`config.mk`:
```
export PLATFORM = sky130hd
export DESIGN_NAME = sevenseg_capture
export DESIGN_NICKNAME = d
export VERILOG_FILES = /design/src/rtl/sevenseg_pkg.sv /design/src/rtl/sevenseg_decode.sv /design/src/rtl/sevenseg_capture.sv
export SDC_FILE = /design/constraint.sdc
export NUM_CORES = 1
export LEC_CHECK = 0
export CAP_MARGIN = 20
export CORE_AREA = 4 4 104 106
export CTS_CLUSTER_SIZE = 30
export DETAILED_ROUTE_END_ITERATION = 12
export DIE_AREA = 0 0 108 110
export PLACE_DENSITY_LB_ADDON = 0.25
export SETUP_SLACK_MARGIN = 0.15
export SYNTH_ARGS = -nofsm -noshare
export SYNTH_HDL_FRONTEND = slang
export SYNTH_SLANG_ARGS = --single-unit
```
`constraint.sdc`:
```
create_clock -name board_clk -period 5.9 [get_ports board_clk]
set_clock_uncertainty 0.1 [all_clocks]
set_input_delay 0.59 -clock board_clk [delete_from_list [all_inputs] [get_ports board_clk]]
set_output_delay 0.59 -clock board_clk [all_outputs]
set_load 0.005 [all_outputs]
```
`src/rtl/sevenseg_pkg.sv`:
```
`default_nettype none
// ============================================================================
// Module      : sevenseg_pkg
// Description : Shared constants for the seven-segment bus monitor: segment
//               width, active-low hex glyph table and stability FSM encoding.
// Revision    : 1.0 - initial release
// ============================================================================
package sevenseg_pkg;

   localparam int SEG_W = 7;
   localparam int CNT_W = 8;

   // Active-low glyphs in gfedcba order, entry 15 first (F) down to entry 0.
   localparam logic [15:0][SEG_W-1:0] HEX_PAT = {
      7'h0E,   // F
      7'h06,   // E
      7'h21,   // d
      7'h46,   // C
      7'h03,   // b
      7'h08,   // A
      7'h10,   // 9
      7'h00,   // 8
      7'h78,   // 7
      7'h02,   // 6
      7'h12,   // 5
      7'h19,   // 4
      7'h30,   // 3
      7'h24,   // 2
      7'h79,   // 1
      7'h40    // 0
   };

   // Stability window states.
   localparam logic [1:0] ST_WAIT   = 2'd0;
   localparam logic [1:0] ST_ACCEPT = 2'd1;
   localparam logic [1:0] ST_HELD   = 2'd2;

endpackage
`default_nettype wire

```
`src/rtl/sevenseg_decode.sv`:
```
`default_nettype none
// ============================================================================
// Module      : sevenseg_decode
// Description : Combinational active-low seven-segment glyph to hex nibble
//               decoder; flags any pattern outside the 16-glyph table.
// Revision    : 1.0 - initial release
// ============================================================================
module sevenseg_decode
   import sevenseg_pkg::*;
(
   input  logic [SEG_W-1:0] seg,
   output logic             legal,
   output logic [3:0]       nibble
);

   // Table lookup; glyphs are unique so at most one entry matches.
   always_comb begin
      legal  = 1'b0;
      nibble = 4'h0;
      for (int i = 0; i < 16; i++) begin
         if (seg == HEX_PAT[i]) begin
            legal  = 1'b1;
            nibble = 4'(i);
         end
      end
   end

endmodule
`default_nettype wire

```
`src/rtl/sevenseg_capture.sv`:
```
`default_nettype none
// ============================================================================
// Module      : sevenseg_capture
// Description : Monitors the multiplexed seven-segment bus, accepts each digit
//               after a stability window and commits complete four-digit
//               frames to a 16-bit holding register with an update strobe.
// Revision    : 1.0 - initial release
// ============================================================================
module sevenseg_capture
   import sevenseg_pkg::*;
#(
   parameter int STABLE_CYCLES = 4
)
(
   input  logic        board_clk,
   input  logic        reset,
   input  logic        a,
   input  logic        b,
   input  logic        c,
   input  logic        d,
   input  logic        e,
   input  logic        ff,
   input  logic        g,
   input  logic        dp,
   input  logic [3:0]  an,
   output logic [15:0] value,
   output logic        value_valid,
   output logic        update,
   output logic [3:0]  digit_valid,
   output logic [3:0]  dp_seen,
   output logic        decode_err
);

   localparam logic [CNT_W-1:0] STABLE_C = 8'(STABLE_CYCLES);

   logic [11:0]      w_raw;
   logic [11:0]      r_sample;
   logic [CNT_W-1:0] r_count;
   logic [CNT_W-1:0] w_count_nxt;
   logic [1:0]       r_state;
   logic [1:0]       w_state_nxt;

   logic [3:0]       w_an;
   logic             w_dp;
   logic [SEG_W-1:0] w_seg;
   logic             w_blank;
   logic             w_an_ok;
   logic [1:0]       w_idx;
   logic             w_seg_legal;
   logic [3:0]       w_nibble;

   logic [3:0][3:0]  r_shadow;
   logic [3:0]       r_shadow_dp;
   logic [3:0][3:0]  w_shadow_nxt;
   logic [3:0]       w_shadow_dp_nxt;
   logic [3:0]       w_dv_nxt;
   logic             w_accept;
   logic             w_err;
   logic             w_store;
   logic             w_commit;

   assign w_raw = {an, dp, g, ff, e, d, c, b, a};
   assign w_an  = r_sample[11:8];
   assign w_dp  = r_sample[7];
   assign w_seg = r_sample[6:0];

   sevenseg_decode u_decode (
      .seg    (w_seg),
      .legal  (w_seg_legal),
      .nibble (w_nibble)
   );

   // Counter and window state: the count reflects how many consecutive edges
   // have captured the same sample; a fresh sample reloads it to 1. From the
   // post-reset value of 0 both paths give 1, so no separate start flag.
   always_comb begin
      w_count_nxt = r_count;
      w_state_nxt = r_state;
      if (w_raw != r_sample) begin
         w_count_nxt = 8'd1;
         w_state_nxt = ST_WAIT;
      end else begin
         if (r_count < STABLE_C) begin
            w_count_nxt = r_count + 8'd1;
         end
         if (w_count_nxt == STABLE_C) begin
            w_state_nxt = (r_state == ST_WAIT) ? ST_ACCEPT : ST_HELD;
         end else begin
            w_state_nxt = ST_WAIT;
         end
      end
   end

   // Input sampler, stability counter and window state registers.
   always_ff @(posedge board_clk or negedge reset) begin
      if (!reset) begin
         r_sample <= '1;
         r_count  <= '0;
         r_state  <= ST_WAIT;
      end else begin
         r_sample <= w_raw;
         r_count  <= w_count_nxt;
         r_state  <= w_state_nxt;
      end
   end

   // Anode decode: a single low bit selects a digit, all-high is blanking.
   always_comb begin
      w_blank = 1'b0;
      w_an_ok = 1'b0;
      w_idx   = 2'd0;
      case (w_an)
         4'b1110: begin w_an_ok = 1'b1; w_idx = 2'd0; end
         4'b1101: begin w_an_ok = 1'b1; w_idx = 2'd1; end
         4'b1011: begin w_an_ok = 1'b1; w_idx = 2'd2; end
         4'b0111: begin w_an_ok = 1'b1; w_idx = 2'd3; end
         4'b1111: w_blank = 1'b1;
         default: w_an_ok = 1'b0;
      endcase
   end

   // Next shadow contents if the current sample were stored.
   always_comb begin
      w_shadow_nxt           = r_shadow;
      w_shadow_nxt[w_idx]    = w_nibble;
      w_shadow_dp_nxt        = r_shadow_dp;
      w_shadow_dp_nxt[w_idx] = ~w_dp;
      w_dv_nxt               = digit_valid | (4'b0001 << w_idx);
   end

   assign w_accept = (r_state == ST_ACCEPT);
   assign w_err    = w_accept && !w_blank && !(w_an_ok && w_seg_legal);
   assign w_store  = w_accept && w_an_ok && w_seg_legal;
   assign w_commit = w_store && (w_dv_nxt == 4'b1111);

   // Shadow capture and frame commit; the fourth digit goes straight into
   // value on the same edge that clears the per-frame flags.
   always_ff @(posedge board_clk or negedge reset) begin
      if (!reset) begin
         r_shadow    <= '0;
         r_shadow_dp <= '0;
         digit_valid <= '0;
         value       <= '0;
         dp_seen     <= '0;
         value_valid <= 1'b0;
         update      <= 1'b0;
         decode_err  <= 1'b0;
      end else begin
         update     <= w_commit;
         decode_err <= w_err;
         if (w_store) begin
            r_shadow    <= w_shadow_nxt;
            r_shadow_dp <= w_shadow_dp_nxt;
            digit_valid <= w_commit ? 4'b0000 : w_dv_nxt;
         end
         if (w_commit) begin
            value       <= w_shadow_nxt;
            dp_seen     <= w_shadow_dp_nxt;
            value_valid <= 1'b1;
         end
      end
   end

endmodule
`default_nettype wire

```
### Word level (Yosys, flattened, before mapping)

Index checks and enable logic that the tools add are counted.
W data, S select, Z words.

* logic and storage cells: 104
* bits of input ports: 14
* bits in registers: 69
* output and inout port bits: 27

* equality and inequality tests: 24
* $add $sub $neg: 1
* muxes and demuxes: 47
* $lt $le $gt $ge: 3
* bitwise logic cells: 2
* reduce and logical (&&, ||, !) cells: 12
* shift-type cells: 1

Operator list (count)
* $mux W4: 10
* $eq A7 B7 Y1 const B: 4
* $mux W8: 3
* $eq A7 B5 Y1 const B: 3
* $eq A7 B6 Y1 const B: 3
* $eq A4 B4 Y1 const B: 5
* $mux W1: 20
* $bwmux W16: 1
* $eq A7 B2 Y1 const B: 2
* $eq A7 B4 Y1 const B: 2
* $mux W3: 4
* $ne A12 B12 Y1: 1
* $mux W2: 5
* $add A8 B1 Y8 const B: 1
* $demux W4 S2: 1
* $eq A8 B3 Y1 const B: 1
* $lt A8 B3 Y1 const B: 1
* $eq A7 B3 Y1 const B: 1
* $logic_and A1 B1 Y1: 7
* $logic_not A7 Y1: 1
* $pmux W2 S3: 1
* $bwmux W4: 1
* $eq A4 B3 Y1 const B: 1
* $or A4 B4 Y4: 1
* other kinds (9): 10

### Logic depth before layout (Yosys ltp)

Gate-level depths: netlist of run 1.

* depth after elaboration: 20
* gate-level depth with buffers: 9

### Hierarchy

From an unflattened synthesis of run 1, not the netlist that was laid out.

* cells, all modules: 282
* area total of the unflattened synthesis: 3445.8 µm²

Modules (own cells, without submodules)
* sevenseg_capture: seq. area each 1741.7 µm², area each 3109.2 µm², cells each 227, times used 1
* sevenseg_decode: seq. area each 0.0 µm², area each 336.6 µm², cells each 55, times used 1

### Least setup slack after synthesis of run 1

No wires, ideal clock.

* kind: reg-to-reg
* from: register r_sample[0]
* to: register r_shadow[0] in the netlist's numbering
* period minus slack after synthesis: 2537 ps
* data arrival time: 2313 ps
* stages on the path, launching flop included: 8
* path slack: 3363 ps
* cell sequence: dfstp_2 buf_2 nor3b_1 o2111a_1 or4_4 or2_1 nand4b_2 mux2_2

* word-level cells in the longest chain between the ends: 18

Ends and longest elaborated chain
* from (decl): RTL line sevenseg_capture.sv:37 `logic [11:0] r_sample;`
* from (signal assigned): RTL line sevenseg_capture.sv:101 `r_sample <= w_raw;`
* $eq A7 B7 Y1: RTL line sevenseg_decode.sv:21 `if (seg == HEX_PAT[i]) begin`
* $mux W1 (16 in a row): RTL line sevenseg_decode.sv:21
* $logic_and A1 B1 Y1: RTL line sevenseg_capture.sv:133 `assign w_store = w_accept && w_an_ok && w_seg_legal;`
* to (signal assigned): RTL line sevenseg_capture.sv:152 `r_shadow <= w_shadow_nxt;`
* to (decl): RTL line sevenseg_capture.sv:52 `logic [3:0][3:0] r_shadow;`

Parallel ways exist; a longest one is shown, timed or not.
A chain may end at the register's enable or synchronous reset.

### Worst setup path in the final report of run 1

* from: register r_sample[1]
* to: register r_shadow[9] in the netlist's numbering

Same word-level chain as after synthesis.

==> results.tsv, run 1 <==
stage	metric	value	unit
outcome	status	finished, final reports clean	
final_layout	multi-input logic area	1480	µm²
power_and_ir_drop	Power Density	228	nW/µm²
worst_setup_path	critical path capture point type	flop	
synthesis	count leader, synth	dfrtp_1	
worst_setup_path	FF-to-FF setup slack	2.86	ns
die	FP Rows	36	
final_layout	final cell count without fillers	468	
synthesis	top cell type's share of synthesized area	42.4	%
synthesis	cell count after synthesis	297	
final_layout	Register Area	1740	µm²
final_layout	layout cells sized above 1	17.9	%
synthesis	synth top area cells	dfrtp_1, dfstp_2, mux2i_1, xnor2_1, o21ai_0	
worst_setup_path	crit path kind	flop to flop	
power_and_ir_drop	Tot Pwr	0.000919	W
sta	fmax	329	MHz
die	Ports	41	
synthesis	post-synth top area cell	dfrtp_1	
worst_setup_path	worst path arrival time	3.16	ns
sta	final hold vios	0	
worst_setup_path	nature of the critical path startpoint	flop	
worst_setup_path	worst-path cell chain	and4bb_2 > a32oi_1 > o311ai_2 > o21ai_4 > nor2_1 > mux2_2	
synthesis	Seq/Total Area, Yosys	51.7	%
clocking	CTS root buf	clkbuf_8	
global_route	vias in the first global route	2182	
synthesis	synthesized flop and latch total	69	
detailed_routing	initial DRC count	94	
clocking	post-CTS setup buffers	0	
final_layout	fin nets	346	
sta	Min Clock Period, post-route	3.04	ns
detailed_routing	Post-DRT Antenna Nets	0	
detailed_routing	DR pass1 iterations	5	
detailed_routing	drt total wl	6580	µm
sta	Final Max Slew Viols	0	
sta	slew margin rel.	36.3	%
synthesis	syn avg cell area	11.3	µm²
die	die area	11900	µm²
synthesis	Synth Flop Type	dfrtp_1	
synthesis	synthesized netlist net count	312	
synthesis	commonest cells in the synthesized netlist	dfrtp_1, nand2_1, o21ai_0	
clocking	post-cts resize count	0	
die	Die W	108	µm
sta	Finish-stage setup viols	0	
placement	DP Area	3830	µm²
min_path	Hold Crit Class	primary input to async pin	
synthesis	Unique masters post-synth	56	
placement	setup slack at placement	2.84	ns
die	Die Ht	110	µm
placement	GP Congestion	0.763	
global_route	pin count of the biggest net entering global routing	70	
final_layout	diode count	0	
global_route	first-pass GRT wire length	11100	µm
worst_setup_path	critical path required time	6.02	ns
clocking	CTS tree	built	
die	total core area	9770	µm²
placement	I/O Buffers	40	
sta	crit share post-route	51.5	%
clocking	worst skew pair latency	0.34	ns
clocking	Sink Count	69	
flow_run	maxcap violations	0	
placement	Post-DP HPWL	4680	µm
worst_setup_path	Worst path max stage delay	0.80	ns
detailed_routing	Avg WL per Cell	14.1	µm
clocking	CTS Buf Count	9	
sta	Setup TNS	0	ns
power_and_ir_drop	Worst IR Drop VDD	0.119	mV
synthesis	YS warnings	0	
power_and_ir_drop	Pleak	1.76	nW
detailed_routing	total number of vias	2274	
synthesis	Mapped Area	3370	µm²
synthesis	ys async rst share	100	%
global_route	gr usage total	12.0	%
final_layout	final instance area	4020	µm²
clocking	Clock Pin Slew Worst Setup and Hold Paths	0.08	ns
sta	Final WS setup	2.86	ns
worst_setup_path	largest fanout on the critical path	17	
worst_setup_path	Max stage delay cell, worst path	o311ai_2	
clocking	H-tree Lvls	3	
placement	placed insts	453	
die	Initial Utilization	34.4	%
clocking	CTS max path bufs	2	
synthesis	EDFF count, synth	0	
sta	worst slew pin tran	0.954	ns
clocking	CTS Hold Buffers Added	0	
final_layout	FILL cells	970	
detailed_routing	DRC	0	
final_layout	area delta synth->final	19.4	%
global_route	initial antenna violation count	0	
sta	RSZ-0062 raised after global routing	false	
global_route	grt total ovfl	0	
detailed_routing	Vias/cell	4.86	
## routing by layer
layer	share of wire, %	global-route usage, %	wire, µm	vias up
li1	-	-	-	1123
met1	48	16.8	3140	1081
met2	44	17.7	2920	61
met3	6.4	3.67	419	9
met4	1.5	4.06	96	0
met5	0	0	0	-
## where the power goes
group | internal [W] | switching (W)
logic | 0.0000261 | 0.0000293
registers | 0.000481 | 0.0000149
clock network | 0.000192 | 0.000175
total | 0.000700 | 0.000219
## sequential cells by signal, summed over array words and instances, names as in the netlist
name and flops:
decode_err 1, r_state 2, r_shadow_dp 4, r_count 8
value_valid 1, update 1, value 16, dp_seen 4
digit_valid 4, r_sample 12, r_shadow 16
## cell usage in the layout, fill, tap and decap left out, types with 3 or more instances in the layout
cell / instances
nor3_1: 4
nand4_1: 5
mux2_2: 8
nand2_1: 27
mux2_4: 8
clkbuf_8: 9
nor2_1: 14
xnor2_1: 16
mux2i_1: 19
dfstp_2: 12
buf_4: 3
and2_1: 5
nor2b_1: 6
clkdlybuf4s50_1: 39
o21ai_0: 27
or2_1: 3
a21oi_1: 12
nand4b_1: 5
inv_1: 8
dfrtp_1: 57
## logic make-up after synthesis
family	share of synthesized area, %
AND/OR/NAND/NOR	15.3
flip-flops	51.7
buffers and inverters	4.42
multiplexers	11.9
AO/OA/AOI/OAI	11.9
adder cells (fa/ha/maj)	0.669
XOR/XNOR	4.16
## worst max-delay path: cells and delay by family (launching register included)
family | cells | cell delay, ns
AOI/OAI and AO/OA | 3 | 1.05
DFF | 1 | 0.73
muxes | 1 | 0.39
and+or+nand+nor | 2 | 0.65
## through the flow
step                      utilization [%]  hold slack, ns
after floorplan                         -           0.194
after global placement               39.2           0.339
after detailed placement             39.2           0.348
after CTS                            41.1           0.358
after global routing                 41.1           0.378
final                                41.1           0.324
## cell type report
class	instances	share of cell area [%]
flip-flops and latches	69	43.3
repair buffers	43	10.4
clock buffers	9	3.08
inverters	8	0.747
clock inverters	6	1.62
well taps	133	4.14
multi-input cells	200	36.7
## worst paths after layout
path,endpoint,start,cells past startpoint
max in group asynchronous,r_count[7],reset,2
setup reg to reg,r_shadow[9],r_sample[1],6
setup / recovery,r_shadow[9],r_sample[1],6
hold reg to reg,r_state[0],r_state[0],1
min in group board_clk,r_state[0],r_state[0],1
hold / removal,value[2],reset,2
(Power assumes the default switching activity.)
==> inputs of run 2 (changes only) <==
==> constraint.sdc (replaced) <==
create_clock -name board_clk -period 2.45 [get_ports board_clk]
set_clock_uncertainty 0.1 [all_clocks]
set_input_delay 0.245 -clock board_clk [delete_from_list [all_inputs] [get_ports board_clk]]
set_output_delay 0.245 -clock board_clk [all_outputs]
set_load 0.005 [all_outputs]
==> run 2 against run 1 <==
Total power grew to 2.7 times the previous value. Sequential share of layout area shrank 6.7 points. Via count is 12% higher. Hold slack lost 0.065 ns. Sequential cell count unchanged. Core utilization up 7.5 points. Global-route usage grew 0.97 points. Wire length grew 20%. Largest cell class unchanged. Highest routed layer unchanged.
==> results.tsv, run 2 (synthesis gave the netlist of run 1 again) <==
stage	metric	value	unit	change
flow_run	maxcap violations	0		unchanged
sta	fmax	413	MHz	+25%
global_route	pin count of the biggest net entering global routing	70		unchanged
sta	Min Clock Period, post-route	2.42	ns	-0.617 ns
worst_setup_path	Critical R2R Launch	r_sample[1]		
placement	Post-DP HPWL	5140	µm	+9.7%
global_route	initial antenna violation count	0		unchanged
die	Die W	108	µm	unchanged
detailed_routing	DR pass1 iterations	4		-1
placement	placed insts	488		+7.7%
clocking	Clock Pin Slew Worst Setup and Hold Paths	0.07	ns	about the same
outcome	status	finished, final reports clean		
detailed_routing	drt total wl	7870	µm	+20%
worst_setup_path	nature of the critical path startpoint	flop		
global_route	first-pass GRT wire length	12000	µm	+8.3%
clocking	CTS root buf	clkbuf_8		
clocking	CTS Buf Count	9		unchanged
clocking	CTS max path bufs	2		unchanged
sta	Final Max Slew Viols	0		unchanged
sta	RSZ-0062 raised after global routing	true		
worst_setup_path	worst-path cell chain	buf_6 > or3b_4 > o22ai_2 > or4_4 > or2_4 > nand4b_4 > mux2_4		
worst_setup_path	R2R depth	7		+1
final_layout	commonest non-fill, non-tap cells in the layout	dfrtp_1, buf_4, clkdlybuf4s50_1		
die	total core area	9770	µm²	unchanged
final_layout	commonest non-fill, non-tap cell in the layout	dfrtp_1		
worst_setup_path	largest fanout on the critical path	6		-11
placement	I/O Buffers	40		unchanged
global_route	gr usage total	13.0	%	+0.97 points
worst_setup_path	worst path arrival time	2.55	ns	-0.61 ns
sta	Finish-stage setup viols	0		unchanged
power_and_ir_drop	Pleak	2.15	nW	+22%
worst_setup_path	RR Endpoint	r_shadow[0]		
worst_setup_path	crit path kind	flop to flop		
worst_setup_path	critical path required time	2.58	ns	-3.44 ns
detailed_routing	total number of vias	2537		+12%
final_layout	area delta synth->final	41.2	%	
min_path	Hold Crit Class	primary input to flop		
detailed_routing	Vias/cell	4.82		-0.74%
sta	worst slew pin tran	0.368	ns	-0.585 ns
min_path	hold wc startpoint	an[1]		
clocking	worst skew pair latency	0.34	ns	about the same
sta	crit share post-route	98.8	%	+47 points
power_and_ir_drop	Power Density	516	nW/µm²	+130%
die	Die Ht	110	µm	unchanged
worst_setup_path	Worst path max stage delay	0.56	ns	-0.24 ns
placement	GP Congestion	0.803		+5.2%
clocking	Sink Count	69		unchanged
detailed_routing	Post-DRT Antenna Nets	0		unchanged
min_path	hold path endpoint	r_sample[9]		
detailed_routing	initial DRC count	74		-21%
sta	Setup TNS	0	ns	unchanged
worst_setup_path	FF-to-FF setup slack	0.03	ns	-2.83 ns
clocking	CTS tree	built		
final_layout	fin nets	403		+16%
die	FP Rows	36		unchanged
worst_setup_path	critical path capture point type	flop		
sta	slew margin rel.	75.2	%	+39 points
worst_setup_path	Max stage delay cell, worst path	dfstp_2		
detailed_routing	DRC	0		unchanged
final_layout	final cell count without fillers	526		+12%
sta	final hold vios	0		unchanged
final_layout	top flop regs	r_shadow (16), value (16), r_sample (12)		
final_layout	diode count	0		unchanged
min_path	Worst Hold Depth	1		
global_route	grt total ovfl	0		unchanged
detailed_routing	Avg WL per Cell	15.0	µm	+6.4%
final_layout	layout cells sized above 1	36.1	%	+18 points
global_route	vias in the first global route	2450		+12%
worst_setup_path	worst setup path start	r_sample[1]		
die	Ports	41		unchanged
power_and_ir_drop	Worst IR Drop VDD	0.321	mV	+170%
final_layout	FILL cells	912		-6.0%
die	die area	11900	µm²	unchanged
clocking	H-tree Lvls	3		unchanged
die	Initial Utilization	34.4	%	unchanged
run 2: cell types whose count changed in the layout (fill, tap and decap cells not counted), sizes merged:
cell,before,now
buf,4,58
bufinv,1,2
clkbuf,9,13
clkinv,4,1
dlygate4sd3,0,1
inv,8,9
run 2: final cells by class:
cell class / count / area (µm²) / area share, %
Clock buffer: 11 / 151 / 3.18
Clock inverter: 5 / 81.3 / 1.71
Inverter: 8 / 30.0 / 0.632
Multi-Input combinational cell: 200 / 1630 / 34.3
Sequential cell: 69 / 1740 / 36.6
Tap cell: 133 / 166 / 3.50
Timing Repair Buffer: 100 / 955 / 20.1
run 2: report_power, final:
group | switching, W | internal [W] | total (W) | leakage, nW
combinational | 0.000103 | 0.000111 | 0.000215 | 1.11
sequential | 0.0000227 | 0.00116 | 0.00118 | 0.918
clock | 0.000430 | 0.000630 | 0.00106 | 0.116
total | 0.000556 | 0.00190 | 0.00246 | 2.15
run 2: worst max-delay path by stage:
stage | end | slack [ns]
2_1_floorplan | r_shadow[12] | -0.04
3_3_place_gp | r_shadow[13] | -0.11
3_5_place_dp | r_shadow[15] | -0.16
4_1_cts | r_shadow[7] | -0.07
5_1_grt | value[15] | -0.05
6_report | r_shadow[0] | 0.03
run 2: repair_timing:
item                                    CTS  global route
buffers inserted                          2            16
endpoints found under the setup margin   45            47
gates cloned                              0             3
pin swaps                                 5            10
hold buffers                              1             0
resized for setup                        49            17
hold endpoints to repair                 57             0
run 2: stage by stage:
step	instance area [µm²]	power, W	setup slack, ns	hold slack, ns	utilization [%]
6_report	4750	0.00246	0.0303	0.259	48.6
3_5_place_dp	4130	0.00139	-0.159	0.199	42.2
2_1_floorplan	3380	0.00129	-0.0399	-0.151	-
4_1_cts	4480	0.00247	-0.0656	0.245	45.8
3_3_place_gp	4130	0.00139	-0.113	0.196	42.2
5_1_grt	4750	0.00255	-0.0525	0.244	48.6
run 2: worst max-delay path, delay by kind of cell, from the launching register on:
kind / cells / cell delay (ns)
AO/OA/AOI/OAI: 1 / 0.09
buffers and inverters: 1 / 0.12
flip-flops: 1 / 0.56
multiplexers: 1 / 0.32
AND/OR/NAND/NOR: 4 / 1.12
run 2: layer usage:
layer	routed length, µm	part of all wire, %	track usage, %	up-vias
met3	359	4.6	3.61	11
met1	3660	46	16.9	1225
met4	97	1.2	4.06	0
met5	0	0	0	-
li1	-	-	-	1241
met2	3760	48	21.1	60
==> inputs of run 3 (changes only) <==
--- a/config.mk
+++ b/config.mk
@@ -12,6 +12,7 @@
 export DIE_AREA = 0 0 108 110
 export PLACE_DENSITY_LB_ADDON = 0.25
 export SETUP_SLACK_MARGIN = 0.15
+export SKIP_CTS_REPAIR_TIMING = 1
 export SYNTH_ARGS = -nofsm -noshare
 export SYNTH_HDL_FRONTEND = slang
 export SYNTH_SLANG_ARGS = --single-unit
==> constraint.sdc (replaced) <==
create_clock -name board_clk -period 2.5 [get_ports board_clk]
set_clock_uncertainty 0.1 [all_clocks]
set_input_delay 0.25 -clock board_clk [delete_from_list [all_inputs] [get_ports board_clk]]
set_output_delay 0.25 -clock board_clk [all_outputs]
set_load 0.005 [all_outputs]
==> run 3 against run 2 <==
The flow now finishes with violations (setup timing). Global-route usage fell by 0.63 points. Hold slack improved by 0.0083 ns. Maximum frequency fell by 4.7%. Non-clock buffer count fell by 14. Sequential cell count did not move. Critical path type unchanged. Largest cell class unchanged. Highest routed layer unchanged.
==> results.tsv, run 3 (synthesis gave the netlist of run 1 again) <==
stage	metric	value	unit	change
global_route	pin count of the biggest net entering global routing	43		-39%
detailed_routing	Avg WL per Cell	14.6	µm	-2.7%
sta	Finish-stage setup viols	8		+8
sta	Final Max Slew Viols	0		unchanged
final_layout	diode count	0		unchanged
global_route	initial antenna violation count	0		unchanged
final_layout	final cell count without fillers	511		-2.9%
detailed_routing	initial DRC count	75		+1.4%
placement	setup slack at placement	-0.144	ns	+0.0158 ns
power_and_ir_drop	Sw Pwr	0.000532	W	-4.2%
die	total core area	9770	µm²	unchanged
detailed_routing	drt total wl	7440	µm	-5.5%
power_and_ir_drop	switching share of power	24.0	%	+1.4 points
global_route	gr usage total	12.3	%	-0.63 points
outcome	failing checks	setup timing		
power_and_ir_drop	Worst IR Drop VDD	0.278	mV	-13%
sta	Final WS setup	-0.0386	ns	-0.0689 ns
clocking	CTS tree	built		
die	Die W	108	µm	unchanged
detailed_routing	DRC	0		unchanged
worst_setup_path	largest fanout on the critical path	7		+1
power_and_ir_drop	part of the power in combinational logic	8.5	%	-0.2 points
clocking	CTS max path bufs	2		unchanged
placement	GP Congestion	0.803		about the same
power_and_ir_drop	Pint	0.00168	W	-11%
die	Die Ht	110	µm	unchanged
flow_run	maxcap violations	0		unchanged
clocking	Sink Count	69		unchanged
placement	I/O Buffers	40		unchanged
final_layout	final instance area	4510	µm²	-5.2%
power_and_ir_drop	sequential share of power	52.2	%	+4.1 points
placement	Post-DP HPWL	5000	µm	-2.7%
clocking	CTS Buf Count	9		unchanged
worst_setup_path	critical path capture point type	flop		
sta	Setup TNS	-0.280	ns	-0.280 ns
detailed_routing	Vias/cell	4.79		-0.76%
die	Ports	41		unchanged
final_layout	area delta synth->final	33.9	%	
worst_setup_path	critical path required time	2.62	ns	+0.04 ns
die	Initial Utilization	34.4	%	unchanged
sta	worst slew pin tran	0.702	ns	+0.333 ns
sta	crit share post-route	102	%	+2.8 points
global_route	first-pass GRT wire length	11500	µm	-4.4%
final_layout	layout cells sized above 1	29.9	%	-6.2 points
clocking	worst skew pair latency	0.33	ns	about the same
global_route	vias in the first global route	2320		-5.3%
outcome	status	complete, but fails checks		
final_layout	top flop regs	r_shadow (16), value (16), r_sample (12)		
clocking	H-tree Lvls	3		unchanged
final_layout	fin nets	389		-3.5%
sta	fmax	394	MHz	-4.7%
power_and_ir_drop	Pleak	2.02	nW	-6.1%
clocking	CTS root buf	clkbuf_8		
die	die area	11900	µm²	unchanged
placement	placed insts	483		-1.0%
detailed_routing	Post-DRT Antenna Nets	0		unchanged
power_and_ir_drop	Clock power frac	39.3	%	-3.9 points
placement	DP Area	4090	µm²	-0.91%
detailed_routing	DR pass1 iterations	4		unchanged
sta	slew margin rel.	53.2	%	-22 points
die	FP Rows	36		unchanged
final_layout	commonest non-fill, non-tap cells in the layout	dfrtp_1, clkdlybuf4s50_1, buf_4		
worst_setup_path	crit path kind	flop to flop		
clocking	Clock Pin Slew Worst Setup and Hold Paths	0.07	ns	about the same
worst_setup_path	nature of the critical path startpoint	flop		
min_path	Hold Crit Class	primary input to flop		
detailed_routing	total number of vias	2446		-3.6%
sta	final hold vios	0		unchanged
power_and_ir_drop	Power Density	491	nW/µm²	-4.9%
final_layout	commonest non-fill, non-tap cell in the layout	dfrtp_1		
worst_setup_path	worst path arrival time	2.66	ns	+0.11 ns
sta	RSZ-0062 raised after global routing	true		
sta	Min Clock Period, post-route	2.54	ns	+0.119 ns
global_route	grt total ovfl	0		unchanged
[run 3: layout make-up]
| cell class | count | area (µm²) |
|---|---|---|
| fill | 933 | 5270 |
| sequential | 69 | 1740 |
| multi-input combinational | 200 | 1560 |
| timing repair buffer | 86 | 825 |
| tap | 133 | 166 |
| clock buffer | 9 | 124 |
| clock inverter | 6 | 63.8 |
| inverter | 8 | 30.0 |
[run 3: metrics by stage]
stage | power [W] | hold slack, ns | utilization (%)
finish | 0.00221 | 0.268 | 46.1
global route | 0.00232 | 0.254 | 46.1
CTS | 0.00224 | -0.140 | 43.8
detailed placement | 0.00136 | 0.239 | 41.9
global placement | 0.00136 | 0.230 | 41.9
floorplan | 0.00126 | -0.146 | -
[run 3: per-layer routing]
metal	part of all wire, %	global-route usage, %	vias up	routed length, µm
li1	-	-	1206	-
met1	47	16.9	1172	3500
met2	47	19.2	59	3480
met3	5.0	3.32	9	372
met4	1.2	3.79	0	88
met5	0	0	-	0
[run 3: worst paths after layout]
kind,from,to,slack [ns],depth (start not counted)
hold / removal,an[1],r_sample[9],0.27,1
hold reg to reg,r_state[0],r_state[0],0.35,1
max in group asynchronous,reset,r_count[6],1.24,3
setup / recovery,r_sample[1],r_shadow[12],-0.04,7
setup reg to reg,r_sample[1],r_shadow[12],-0.04,7
min in group asynchronous,reset,value[2],0.40,2
[run 3: power by group through the flow]
stage          Sequential (W)  Combinational, W  Clock, W
2_1_floorplan         0.00116          0.000102         0
6_report              0.00116          0.000187  0.000871
4_1_cts               0.00116          0.000180  0.000902
5_1_grt               0.00116          0.000206  0.000957
3_5_place_dp          0.00118          0.000179         0
3_3_place_gp          0.00118          0.000178         0
[run 3: critical path: stages (launching register included)]
cell     delay (ns)
dfstp_2        0.55
buf_4          0.15
or3b_4         0.16
o22ai_2        0.09
or4_4          0.58
o21ai_4        0.27
or2_4          0.22
mux2_4         0.30
==> RTL change 1, RTL diff (settings of run 3) <==
Register the output `value_valid` once more; this adds one clock of latency there. The other outputs are not delayed to match.
--- a/src/rtl/sevenseg_capture.sv
+++ b/src/rtl/sevenseg_capture.sv
@@ -33,4 +33,6 @@
 
    localparam logic [CNT_W-1:0] STABLE_C = 8'(STABLE_CYCLES);
+
+   logic value_valid_s0;
 
    logic [11:0]      w_raw;
@@ -143,5 +145,5 @@
          value       <= '0;
          dp_seen     <= '0;
-         value_valid <= 1'b0;
+         value_valid_s0 <= 1'b0;
          update      <= 1'b0;
          decode_err  <= 1'b0;
@@ -157,7 +159,11 @@
             value       <= w_shadow_nxt;
             dp_seen     <= w_shadow_dp_nxt;
-            value_valid <= 1'b1;
+            value_valid_s0 <= 1'b1;
          end
       end
+   end
+
+   always_ff @(posedge board_clk) begin
+      value_valid <= value_valid_s0;
    end
 
Check against the original RTL: no difference found for any inputs over 10 cycles, from zero or initial values and one cycle with reset low; that may be too few to reach the edited logic, so the function may still have changed.
==> RTL change 1 against run 3 <==
Wire length grew 1.4%; worst setup slack improved by 100 ps; final area fell by 0.89%; die area unchanged; critical path depth is 1 lower; count of clock-buffer cells in the layout up 2; synthesized area grew 0.59%; synthesized cell count is 0.34% higher; sequential cell count increased by 1; clock power fell by 5.9%; total power shrank 1.1%; maximum frequency rose by 4.3%; global-route usage is 0.72 points higher; critical path type unchanged.
==> RTL change 1: results (changes against run 3) <==
Detailed routing
  – Initial DRC count: 66 (-12%)
  – Metal-1 WL: 3730 um (+6.6%)
  – Vias: 2,456 (+0.41%)

Status
  – Status: finished, final reports clean

Global routing
  – Largest net degree at the start of global routing: 70 (+63%)
  – Total global-route track usage: 0.130 (+0.00719)
  – Global routing usage on met1: 0.179 (+0.0103)
  – GR Layer Usage met2: 0.199 (+0.00710)

Hold path
  – HP Start: g
  – Hold EP: r_sample[6]$_DFF_PN1_

Placement
  – Placement Setup Slack: -99.3 ps (+44.3 ps)
  – RePlAce Congestion: 0.778 (-3.1%)

CTS
  – Clk_lat worst skew: 350 ps (+20 ps)

Power
  – Static leakage: 1.99 nW (-1.2%)
  – Switching pwr: 0.556 mW (+4.4%)

Setup path
  – CP Data Arrival Time: 2570 ps (-90 ps)
  – CP startpoint: r_sample[2]$_DFF_PN1_
  – R2R cell count: 6 (-1)
  – Crit-path max FO: 8 (+1)
  – R2R setup slack: 70 ps (+100 ps)

Yosys
  – Syn_nets: 313 (+0.32%)
  – Synth cell types: 57 (+1.8%)
  – Async SR Flop Fraction: 0.986 (-0.0143)
  – Yosys top cell area share: 0.421 (-0.00250)

Final layout
  – Fill cells: 947 (+1.5%)

STA
  – Final Setup Violations: 0 (-8)
[RTL change 1: cell types whose count changed after synthesis]
cell,run 3,this run
dfxtp_1,0,1
[RTL change 1: final cells by class]
class	instances	share of cell area
Sequential cell	70	0.394
Clock inverter	5	0.00784
Clock buffer	11	0.0316
Tap cell	133	0.0372
Inverter	8	0.00672
Multi-Input combinational cell	200	0.349
Timing Repair Buffer	83	0.173
[RTL change 1: through the flow]
stage           util  TNS, ps  instances  area (um2)
3_3_place_gp   0.421     -583        485        4120
4_1_cts        0.439    -1160        501        4300
3_5_place_dp   0.421     -784        485        4120
5_1_grt        0.457    -53.9        510        4470
2_1_floorplan      -        0        298        3400
6_report       0.457        0        510        4470
[RTL change 1: worst max-delay path, stage by stage (launching register included)]
cell and delay, ps:
dfstp_2 620, nand4b_1 180, o22ai_2 100, or4_4 550
o21ai_4 250, or2_4 220, mux2_4 300
[RTL change 1: logic make-up (layout without fill, tap and decap cells)]
kind of cell    after synthesis  count (layout)  synth area share
buf+inv                      28             107            0.0440
compound gates               59              59             0.118
fa+ha+maj                     2               2           0.00665
mux                          35              35             0.118
flops                        70              70             0.520
xor+xnor                     16              16            0.0414
simple gates                 88              88             0.152
[RTL change 1: power groups by stage]
stage	registers, mW	logic (mW)	clock network (mW)
detailed placement	1.19	0.179	0
CTS	1.17	0.180	0.851
finish	1.17	0.196	0.820
global route	1.18	0.214	0.902
floorplan	1.18	0.102	0
global placement	1.19	0.179	0
[RTL change 1: worst max path at each step]
stage	endpoint
after detailed placement	r_shadow[14]$_DFFE_PN0P_
after global placement	r_shadow[13]$_DFFE_PN0P_
final	r_shadow[12]$_DFFE_PN0P_
after CTS	r_shadow[15]$_DFFE_PN0P_
after floorplan	r_shadow[12]$_DFFE_PN0P_
after global routing	r_shadow[12]$_DFFE_PN0P_
==> RTL change 2, RTL diff (settings of run 3) <==
Without the edit above. The output `update` loses its register stage (`update` becomes a continuous assignment).
--- a/src/rtl/sevenseg_capture.sv
+++ b/src/rtl/sevenseg_capture.sv
@@ -144,8 +144,6 @@
          dp_seen     <= '0;
          value_valid <= 1'b0;
-         update      <= 1'b0;
          decode_err  <= 1'b0;
       end else begin
-         update     <= w_commit;
          decode_err <= w_err;
          if (w_store) begin
@@ -162,4 +160,6 @@
    end
 
+   assign update = w_commit;
+
 endmodule
 `default_nettype wire
Check against the original RTL: same outputs for any inputs over 10 cycles, from zero or initial values and one cycle with reset low; that may be too few to reach the edited logic, so the function may still have changed.
==> RTL change 2 against run 3 <==
The flow still finishes with violations (negative setup slack); die area is the same; sequential cell count shrank 1; wire length grew 5.7%; final area grew 1.1%; worst setup slack gained 6.4 ps; total power grew 6.2%; synthesized area grew 0.45%; sequential share of layout area shrank 0.97 points; critical path type unchanged; largest power group unchanged; highest routed layer unchanged.
==> RTL change 2: results (changes against run 3) <==
Detailed routing
  – Drt first pass iters: 4 (unchanged)
  – Vias: 2,585 (+5.7%)
  – Initial DRC count: 215 (+190%)
  – Final WL: 7860 um (+5.7%)

CTS
  – Clk_lat worst skew: 340 ps
  – Total CTS buffers: 9 (unchanged)
  – Reg clk slew, reported paths: 80 ps
  – H-tree depth: 3 (unchanged)
  – CTS root buf: clkbuf_8
  – CTS max path bufs: 2 (unchanged)

Final layout
  – Share of layout cells above drive strength 1: 0.295 (-0.00349)
  – Largest regs: r_shadow: 16 flops, value: 16 flops, r_sample: 12 flops
  – Nets: 406 (+4.4%)
  – Antenna Cells: 0 (unchanged)

STA
  – PnR worst setup slack: -32.1 ps (+6.41 ps)
  – Least-Margin Pin Slew: 712 ps (+10.7 ps)
  – Post-Route Setup TNS: -359 ps (-78.2 ps)
  – Final Setup Violations: 16 (+8)

Yosys
  – Async SR Flop Fraction: 1.00 (unchanged)
  – Synthesis Warnings: 0 (unchanged)
  – Commonest cells post-synth: 56 x dfrtp_1, 42 x nand2_1, 30 x o21ai_0
  – Syn_nets: 331 (+6.1%)
  – Synth cell types: 50 (-11%)
  – Sequential cell area fraction in the yosys report: 0.508 (-0.00970)
  – Largest cells by area after synthesis: dfrtp_1 41%, dfstp_2 9.3%, mux2_4 6.2%

Global routing
  – Initial antenna violation count: 0 (unchanged)
  – Total global-route track usage: 0.133 (+0.00935)
  – Largest net degree at the start of global routing: 41 (-4.7%)
  – First-pass GRT wire length: 12,200 um (+6.9%)
  – Vias in the first global route: 2,508 (+8.1%)

Placement
  – Placement Setup Slack: -71.0 ps (+72.6 ps)
  – RePlAce Congestion: 0.795 (-1.0%)
  – IO Port Bufs: 40 (unchanged)
  – Dpl cell area: 4120 um2 (+0.64%)
  – Dpl hpwl: 5400 um (+8.0%)

Setup path
  – CP Data Arrival Time: 2670 ps (about the same)
  – Crit-path max FO: 8 (+1)

Power
  – Maximum vdd drop: 0.309 mV (+11%)
  – Static leakage: 1.98 nW (-1.8%)
  – Switching Fraction: 0.234 (-0.00674)

Hold path
  – HP Class: in2reg

Status
  – Status: complete, but fails checks
  – Failing checks: negative setup slack
==> RTL change 2: worst paths after layout <==
kind | start | end | slack (ps) | cells past startpoint
worst max register to register | r_sample[1]$_DFF_PN1_ | dp_seen[1]$_DFFE_PN0P_ | -30 | 9
worst min-delay path | an[0] | r_sample[8]$_DFF_PN1_ | 260 | 1
worst min register to register | r_state[1]$_DFF_PN0_ | r_state[0]$_DFF_PN0_ | 370 | 1
min in group asynchronous | reset | r_shadow_dp[1]$_DFFE_PN0P_ | 400 | 2
worst max-delay path | r_sample[1]$_DFF_PN1_ | dp_seen[1]$_DFFE_PN0P_ | -30 | 9
max in group asynchronous | reset | r_count[7]$_DFF_PN0_ | 1240 | 3
==> RTL change 2: logic make-up after synthesis <==
group / count (synthesis) / synth area share
buf+inv: 32 / 0.0507
simple gates: 105 / 0.160
fa+ha+maj: 2 / 0.00666
compound gates: 61 / 0.115
mux: 31 / 0.117
flops: 68 / 0.508
xor+xnor: 17 / 0.0440
==> RTL change 2: through the flow <==
| stage | utilization | hold slack, ps | cells |
|---|---|---|---|
| 6_report | 0.466 | 257 | 529 |
| 5_1_grt | 0.466 | 240 | 529 |
| 4_1_cts | 0.444 | -150 | 519 |
| 3_5_place_dp | 0.421 | 237 | 503 |
| 3_3_place_gp | 0.421 | 239 | 503 |
| 2_1_floorplan | - | -146 | 316 |
==> RTL change 2: critical path: stages, from the launching register on <==
cell and delay [ps]:
dfstp_2 620, buf_6 140, nor3b_2 50, o211ai_2 180, o2111ai_2 150, or3_4 410, o2111a_2 160, buf_4 170
clkbuf_16 160, mux2_4 290
==> RTL change 2: cell type report <==
| type | count | area, um2 |
|---|---|---|
| Fill cell | 925 | 5220 |
| Sequential cell | 68 | 1720 |
| Clock inverter | 6 | 87.6 |
| Clock buffer | 10 | 138 |
| Timing Repair Buffer | 83 | 800 |
| Multi-Input combinational cell | 216 | 1600 |
| Inverter | 13 | 48.8 |
| Tap cell | 133 | 166 |
==> RTL change 2: layer usage <==
layer | wire (um) | up-vias | GRT usage
li1 | - | 1266 | -
met1 | 3620 | 1253 | 0.172
met2 | 3800 | 56 | 0.215
met3 | 343 | 10 | 0.0367
met4 | 102 | 0 | 0.0460
met5 | 0 | - | 0
==> RTL change 2: power groups by stage <==
stage | logic [mW] | registers (mW) | clock network, mW
floorplan | 0.101 | 1.14 | 0
global placement | 0.173 | 1.16 | 0
detailed placement | 0.173 | 1.16 | 0
CTS | 0.174 | 1.14 | 1.04
global route | 0.219 | 1.14 | 1.10
finish | 0.200 | 1.14 | 1.01
